File: config.mk
export PLATFORM = sky130hd
export DESIGN_NAME = game_flow_controller
export DESIGN_NICKNAME = d
export VERILOG_FILES = /design/src/rtl/game_flow_controller_pkg.sv /design/src/rtl/game_flow_controller_edge_detect.sv /design/src/rtl/game_flow_controller.sv
export SDC_FILE = /design/constraint.sdc
export NUM_CORES = 1
export LEC_CHECK = 0
export CORE_UTILIZATION = 30
export CTS_BUF_LIST = sky130_fd_sc_hd__clkbuf_4
export DETAILED_ROUTE_END_ITERATION = 10
export PLACE_DENSITY_LB_ADDON = 0.15
export SLEW_MARGIN = 25
export SYNTH_ARGS = -nofsm -noshare
export SYNTH_HDL_FRONTEND = slang
export SYNTH_SLANG_ARGS = --single-unit
File: constraint.sdc
create_clock -name clk -period 1.88 [get_ports clk]
set_input_delay 0.376 -clock clk [delete_from_list [all_inputs] [get_ports clk]]
set_output_delay 0.376 -clock clk [all_outputs]
set_load 0.05 [all_outputs]
File: src/rtl/game_flow_controller_pkg.sv
// Shared definitions for the game flow sequencer: state encodings and the
// default timing constants, also reused by the display block.
package game_flow_controller_pkg;

    typedef enum logic [2:0] {
        ST_IDLE      = 3'd0,
        ST_CLEAR     = 3'd1,
        ST_COUNTDOWN = 3'd2,
        ST_PLAY      = 3'd3,
        ST_PAUSED    = 3'd4,
        ST_GAME_OVER = 3'd5
    } state_t;

    localparam logic [3:0] DEF_HEALTH_CLR_CYCLES = 4'd4;
    localparam logic [7:0] DEF_COUNTDOWN_TICKS   = 8'd40;
    localparam logic [7:0] DEF_GAMEOVER_TICKS    = 8'd60;

    function automatic logic [7:0] sat_inc8(input logic [7:0] value);
        return (value == 8'hFF) ? value : value + 8'd1;
    endfunction

endpackage

File: src/rtl/game_flow_controller_edge_detect.sv
// One-bit rising-edge detector. The first clk after reset only samples the
// level, so a button held through reset never reports a rise.
module edge_detect (
    input  logic clk,
    input  logic rst,
    input  logic level,
    output logic rise
);

    logic level_q;
    logic armed_q;

    // NOTE: state flops use non-blocking assignments and an async active-low reset.
    always_ff @(posedge clk or negedge rst) begin
        if (!rst) begin
            level_q <= 1'b0;
            armed_q <= 1'b0;
        end else begin
            level_q <= level;
            armed_q <= 1'b1;
        end
    end

    assign rise = level & ~level_q & armed_q;

endmodule

File: src/rtl/game_flow_controller.sv
// Top-level game sequencer: idle -> clear -> countdown -> play -> pause/game-over.
// Drives the health tracker's clear pulse and gates the game tick to active play.
module game_flow_controller
    import game_flow_controller_pkg::*;
#(
    parameter logic [3:0] HEALTH_CLR_CYCLES = DEF_HEALTH_CLR_CYCLES,
    parameter logic [7:0] COUNTDOWN_TICKS   = DEF_COUNTDOWN_TICKS,
    parameter logic [7:0] GAMEOVER_TICKS    = DEF_GAMEOVER_TICKS
) (
    input  logic       clk,
    input  logic       rst,
    input  logic       tick,
    input  logic       start_btn,
    input  logic       pause_btn,
    input  logic       is_dead,
    output logic [2:0] state,
    output logic       health_rst_n,
    output logic       game_run,
    output logic [7:0] timer,
    output logic [7:0] games_played
);

    state_t     state_q, state_d;
    logic [3:0] clr_q, clr_d;
    logic [7:0] timer_d;
    logic [7:0] games_d;
    logic       start_rise;
    logic       pause_rise;

    edge_detect u_start_edge (
        .clk   (clk),
        .rst   (rst),
        .level (start_btn),
        .rise  (start_rise)
    );

    edge_detect u_pause_edge (
        .clk   (clk),
        .rst   (rst),
        .level (pause_btn),
        .rise  (pause_rise)
    );

    // health_rst_n is registered from the next state so it is low exactly
    // for the cycles spent in CLEAR and never glitches.
    always_ff @(posedge clk or negedge rst) begin
        if (!rst) begin
            state_q      <= ST_IDLE;
            clr_q        <= '0;
            timer        <= '0;
            games_played <= '0;
            health_rst_n <= 1'b1;
        end else begin
            state_q      <= state_d;
            clr_q        <= clr_d;
            timer        <= timer_d;
            games_played <= games_d;
            health_rst_n <= (state_d != ST_CLEAR);
        end
    end

    // NOTE: every output of this block is defaulted first so no latch is inferred.
    always_comb begin
        state_d = state_q;
        clr_d   = clr_q;
        timer_d = timer;
        games_d = games_played;
        case (state_q)
            ST_IDLE: begin
                if (start_rise) begin
                    state_d = ST_CLEAR;
                    clr_d   = HEALTH_CLR_CYCLES;
                    timer_d = '0;
                end
            end
            ST_CLEAR: begin
                if (clr_q <= 4'd1) begin
                    state_d = ST_COUNTDOWN;
                    clr_d   = '0;
                    timer_d = COUNTDOWN_TICKS;
                end else begin
                    clr_d = clr_q - 4'd1;
                end
            end
            ST_COUNTDOWN: begin
                if (tick) begin
                    if (timer == 8'd1) begin
                        state_d = ST_PLAY;
                        timer_d = '0;
                    end else if (timer != 8'd0) begin
                        timer_d = timer - 8'd1;
                    end
                end
            end
            ST_PLAY: begin
                if (is_dead) begin
                    state_d = ST_GAME_OVER;
                    timer_d = GAMEOVER_TICKS;
                    games_d = sat_inc8(games_played);
                end else if (pause_rise) begin
                    state_d = ST_PAUSED;
                end
            end
            ST_PAUSED: begin
                if (start_rise) begin
                    state_d = ST_CLEAR;
                    clr_d   = HEALTH_CLR_CYCLES;
                    timer_d = '0;
                end else if (pause_rise) begin
                    state_d = ST_PLAY;
                end
            end
            ST_GAME_OVER: begin
                if (start_rise) begin
                    state_d = ST_CLEAR;
                    clr_d   = HEALTH_CLR_CYCLES;
                    timer_d = '0;
                end else if (tick) begin
                    if (timer == 8'd1) begin
                        state_d = ST_IDLE;
                        timer_d = '0;
                    end else if (timer != 8'd0) begin
                        timer_d = timer - 8'd1;
                    end
                end
            end
            default: state_d = ST_IDLE;
        endcase
    end

    always_comb begin
        state    = state_q;
        game_run = tick & (state_q == ST_PLAY);
    end

endmodule
; Word level (Yosys, flattened, before mapping)
; Cells that the tools add are included.
[word_totals]
ff_bits = 27
inputBits = 6
wordCells = 64
out_inout_bits = 21
[classes]
mux = 23
eq_ne = 12
addsub = 3
bitwise_logic = 8
reduce_logical = 9
magnitude_cmp = 1
[op_table]
columns = cell, count
row1 = $mux W8, 7
row2 = $pmux W8 S5, 1
row3 = $mux W3, 11
row4 = $pmux W3 S6, 1
row5 = $add A8 B1 Y8 const B, 1
row6 = $eq A8 B1 Y1 const B, 1
row7 = $eq A8 B8 Y1 const B, 1
row8 = $mux W4, 2
row9 = $pmux W4 S2, 1
row10 = $reduce_bool A8 Y1, 1
row11 = $sub A8 B1 Y8 const B, 1
row12 = $eq A3 B2 Y1 const B, 2
row13 = $eq A3 B3 Y1 const B, 2
row14 = $and A1 B1 Y1, 5
row15 = $reduce_bool A5 Y1, 1
row16 = $le A4 B1 Y1 const B, 1
row17 = $ne A2 B1 Y1 const B, 2
row18 = $ne A2 B2 Y1 const B, 2
row19 = $reduce_and A4 Y1, 1
row20 = $sub A4 B1 Y4 const B, 1
row21 = $eq A3 B1 Y1 const B, 1
row22 = $logic_not A3 Y1, 1
row23 = $ne A3 B1 Y1 const B, 1
row24 = $not A1 Y1, 3
row25 = 5 further kinds, 5

; Depth between registers and ports, before layout
[depth]
ltp_word = 7
ltp_mapped = 7
depth_no_buf = 7

; Cells and area by module
; From an unflattened synthesis, not the netlist that was laid out.
[unflattened]
hier_cells = 160
area_unflattened_um2 = 1576.5
[modules_own_cells]
columns = mod, instances, area_each_um2, cells_per_inst, seq_area_each_um2
row1 = game_flow_controller, 1, 1451.4, 152, 601.8
row2 = edge_detect, 2, 62.6, 4, 50.0

; Worst setup path after synthesis
; OpenSTA, ideal clock, no wires.
[synth_path]
kind = register -> register
from = register timer[4]
to = register health_rst_n
stages_incl_launch_ff = 7
path_slack_ns = -0.343
arrival_ns = 2.156
required_time_ns = 1.813
synth_period_minus_slack_ns = 2.223
n_path_buf = 1
cell_sequence = dfrtp_1 -> buf_6 -> or4_4 -> nor4_4 -> mux2i_1 -> or3_4 -> nand4b_1
[synth_via]
elab_chain_cells = 6
elab_cells_between_ends = 8
[synth_lines]
columns = item, line
row1 = from (decl), game_flow_controller.sv:19  ; output logic [7:0] timer,
row2 = from (signal assigned), game_flow_controller.sv:56  ; timer <= timer_d;
row3 = $eq A8 B1 Y1 *, "game_flow_controller.sv:87, game_flow_controller.sv:119"
row4 = $mux W3, game_flow_controller.sv:119  ; if (timer == 8'd1) begin
row5 = $mux W3, game_flow_controller.sv:118  ; end else if (tick) begin
row6 = $mux W3, game_flow_controller.sv:114  ; if (start_rise) begin
row7 = $pmux W3 S6 *, game_flow_controller.sv:68  ; case (state_q)
row8 = via state_d[0], game_flow_controller.sv:23  ; state_t state_q, state_d;
row9 = $ne A3 B1 Y1 *, game_flow_controller.sv:58  ; health_rst_n <= (state_d != ST_CLEAR);
row10 = to (signal assigned), game_flow_controller.sv:58
row11 = to (decl), game_flow_controller.sv:17  ; output logic health_rst_n,
; Mark *: on every way through the listed nets, which the timed path passes. The rest lies on a longest branch.
; A chain may end at the register's enable or synchronous reset.

; Worst setup path after layout
[layout_path]
from = register timer[4]
to = register timer[1]
[layout_via]
elab_chain_cells = 6
elab_cells_between_ends = 7
[layout_lines]
columns = item, line
row1 = $reduce_bool A8 Y1, "game_flow_controller.sv:90, game_flow_controller.sv:122"
row2 = $mux W8, n/a
row3 = $mux W8 *, game_flow_controller.sv:87  ; if (timer == 8'd1) begin
row4 = $mux W8 *, game_flow_controller.sv:86  ; if (tick) begin
row5 = $mux W8, game_flow_controller.sv:114
row6 = $pmux W8 S5 *, game_flow_controller.sv:68
; Mark *: on every way between the ends. The rest lies on a longest branch, timed or not.

==> results.yml <==
status:
  status: "complete, no violations"
route:
  num_vias: 1423
  drtIter0Drc: 90
  wire_per_inst_um: 12.81
  first_pass_iters: 6
  wl_mm: 3.639
  routed_via_density: 5.011
  drtAntennaViolNets: 0
  drc: 0
die:
  die_x_um: 73.80
  io_pins: 27
  placementRows: 25
  core-area_um2: 4848
  dieArea_um2: 5446
  start_util: 0.3190
  fp.dieH_um: 73.80
power:
  p_sw_frac: 0.4996
  p_per_area_nw_per_um2: 1610
  p_leak_nw: 0.9473
  internal_power_w: 0.001675
  combinationalPowerShare: 0.638
  power_switching_w: 0.001672
  peakVddDrop_mv: 0.4439
  clock_power_share: 0.077
  p_seq_frac: 0.284
placed_design:
  pre_cts_ws_ps: -69.58
  routabilityCongestion: 0.7906
  io_buffers: 26
  hpwl_mm: 2.740
  placed_area_um2: 1994
  dpl.cell_count: 276
global_route:
  grt_use_total: 0.1463
  antenna_found_initial: 0
  grt_pass1_vias: 1332
  grt_pass1_wl_mm: 6.072
  grt_max_degree: 28
  grt-ovfl-total: 0
synth:
  ys_async_sr_fraction: 1.000
  ys_seq_area_frac: 0.4377
  synth_cells: 168
  synth_nets: 180
  syn_area_per_cell_um2: 9.205
  synth_flop_cell: "dfrtp_1"
  yosys_warnings: 0
  ys_seq_elements: 27
  synth_cell_types: 43
  yosysTopAreaCellShare: 0.4207
  synth_top_cells_by_count: "26 x dfrtp_1, 17 x nand2_1, 16 x inv_1, 11 x o21ai_0"
  netlist_area_um2: 1546
  synthMostInstantiatedCell: "dfrtp_1"
  synth_edf_count: 0
  synth_area_leaders: "dfrtp_1 42%, ha_1 4.9%, nand2_1 4.1%"
  yosys.area.top_type: "dfrtp_1"
cts:
  holdBufCountCts: 0
  cts.htree.levels: 1
  clock-root-buffer: "clkbuf_4"
  clockBufferDepth: 2
  clk_pin_slew_ps: 150
  clk_latency_ps: 330
  cts_made_buffers: 3
  cts_sinks: 27
  tritoncts: "done"
worst_setup_path:
  path_cells: "or4_4 -> o41ai_1 -> or3_1 -> o22ai_1"
  path_class: "flip-flop to flip-flop"
  max_stage_delay_ps: 570
  cp_num_cells: 4
  endpoint_kind: "flip-flop"
  cp-start-kind: "flip-flop"
  worstPathRequired_ps: 2110
  crit_slowest_cell: "or4_4"
  reg2reg_depth: 4
  crit_family: "simple AND/OR/NAND/NOR gates"
  crit_arrival_ps: 2040
  crit_path_max_fanout: 3
  cp_num_buf_inv: 0
hold_path:
  hp-class: "input port to async pin"
timing:
  hold_viol: 0
  finalCriticalPeriod_ps: 1814
  period_share: 0.9649
  rsz0062_at_grt: "true"
  setup_tns_ps: 0
  finalSetupViolCount: 0
  layout_setup_ws_ps: 65.91
  max_freq_mhz: 551.2
  clock_skew_ps: 0.9819
  fin_hold_ws_ps: 399.1
  drv_slew: 0
finish:
  final_nets: 230
  stdcell_area_um2: 2079
  syn2layout_area_growth_pct: 34.47
  layout-drive-gt1-share: 0.3041
  stdcell_count: 284
  antenna_cells: 0
run:
  maxCapViolations: 0
cell type report:
type	instances	area (um2)
clock buffers	3	22.52
clock inverters	1	5.005
fillers	497	2769
inverters	16	60.06
multi-input cells	121	830.8
flip-flops and latches	27	684.4
well taps	67	83.83
repair buffers	49	392.9
registers in the layout, indices dropped and copies added (netlist names):
register              cells
health_rst_n              1
games_played              8
u_pause_edge.level_q      1
state                     3
u_start_edge.level_q      1
u_pause_edge.armed_q      1
clr_q                     4
timer                     8
stage by stage:
step,total power [W],utilization
CTS,0.003269,0.4188
global route,0.003615,0.4289
detailed placement,0.002978,0.4114
global placement,0.002944,0.4114
finish,0.003348,0.4289
floorplan,0.002347,-
per-layer routing:
metal	routed length (um)	share of wire	track usage	vias up
li1	-	-	-	692
met1	1605	0.44	0.1781	696
met2	1870	0.51	0.2589	33
met3	140	0.038	0.03292	2
met4	23	0.0063	0.03846	0
met5	0	0	0	-
worst reg2reg max path, cell delays in order (launching register included):
cell	delay (ps)
dfrtp_2	430
or4_4	570
o41ai_1	430
or3_1	210
o22ai_1	80
cell usage in the layout (no fill, tap or decap), types with 3 or more instances in the layout:
| cell type | count |
|---|---|
| buf_4 | 43 |
| nand3_1 | 8 |
| nand2_1 | 17 |
| nand2b_1 | 3 |
| dfrtp_1 | 20 |
| a21oi_1 | 7 |
| xnor2_1 | 6 |
| o22ai_1 | 4 |
| clkbuf_4 | 3 |
| ha_1 | 6 |
| nor2_1 | 9 |
| mux2i_1 | 4 |
| clkdlybuf4s50_1 | 5 |
| dfrtp_2 | 6 |
| inv_1 | 16 |
| o21ai_0 | 11 |
| nor2b_1 | 4 |
| nor4_1 | 3 |
| a31oi_1 | 3 |
path summary, 6_finish.rpt:
path	from	to	slack (ps)
worst min register to register	games_played[6]	games_played[6]	520
min in group clk	games_played[6]	games_played[6]	520
worst max-delay path	timer[4]	timer[1]	70
worst min-delay path	rst	timer[0]	400
worst max register to register	timer[4]	timer[1]	70
max in group asynchronous	rst	health_rst_n	1180
power groups by stage:
stage                     clock [W]  combinational (W)  sequential, W
final                      0.000259            0.00214       0.000952
after global placement            0            0.00196       0.000983
after detailed placement          0            0.00198       0.000994
after floorplan                   0           0.000982        0.00136
after global routing       0.000292            0.00235       0.000976
after CTS                  0.000275            0.00204       0.000957
cell families (layout without fill, tap and decap cells):
family / count (synthesis) / in the layout / share of synthesized area
AOI/OAI and AO/OA: 40 / 40 / 0.1618
and+or+nand+nor: 62 / 62 / 0.2249
xor gates and xnor gates: 8 / 8 / 0.04531
other: 1 / 1 / 0.002425
muxes: 4 / 4 / 0.02589
DFF: 27 / 27 / 0.4377
adders and majority gates: 6 / 6 / 0.04854
buffers and inverters: 20 / 69 / 0.05340
repair_timing:
action	in CTS	in global routing
pin swaps	0	0
resized for setup	1	5
buffers inserted	1	3
setup endpoints to repair	1	11
Power figures use the tool's default switching activity.
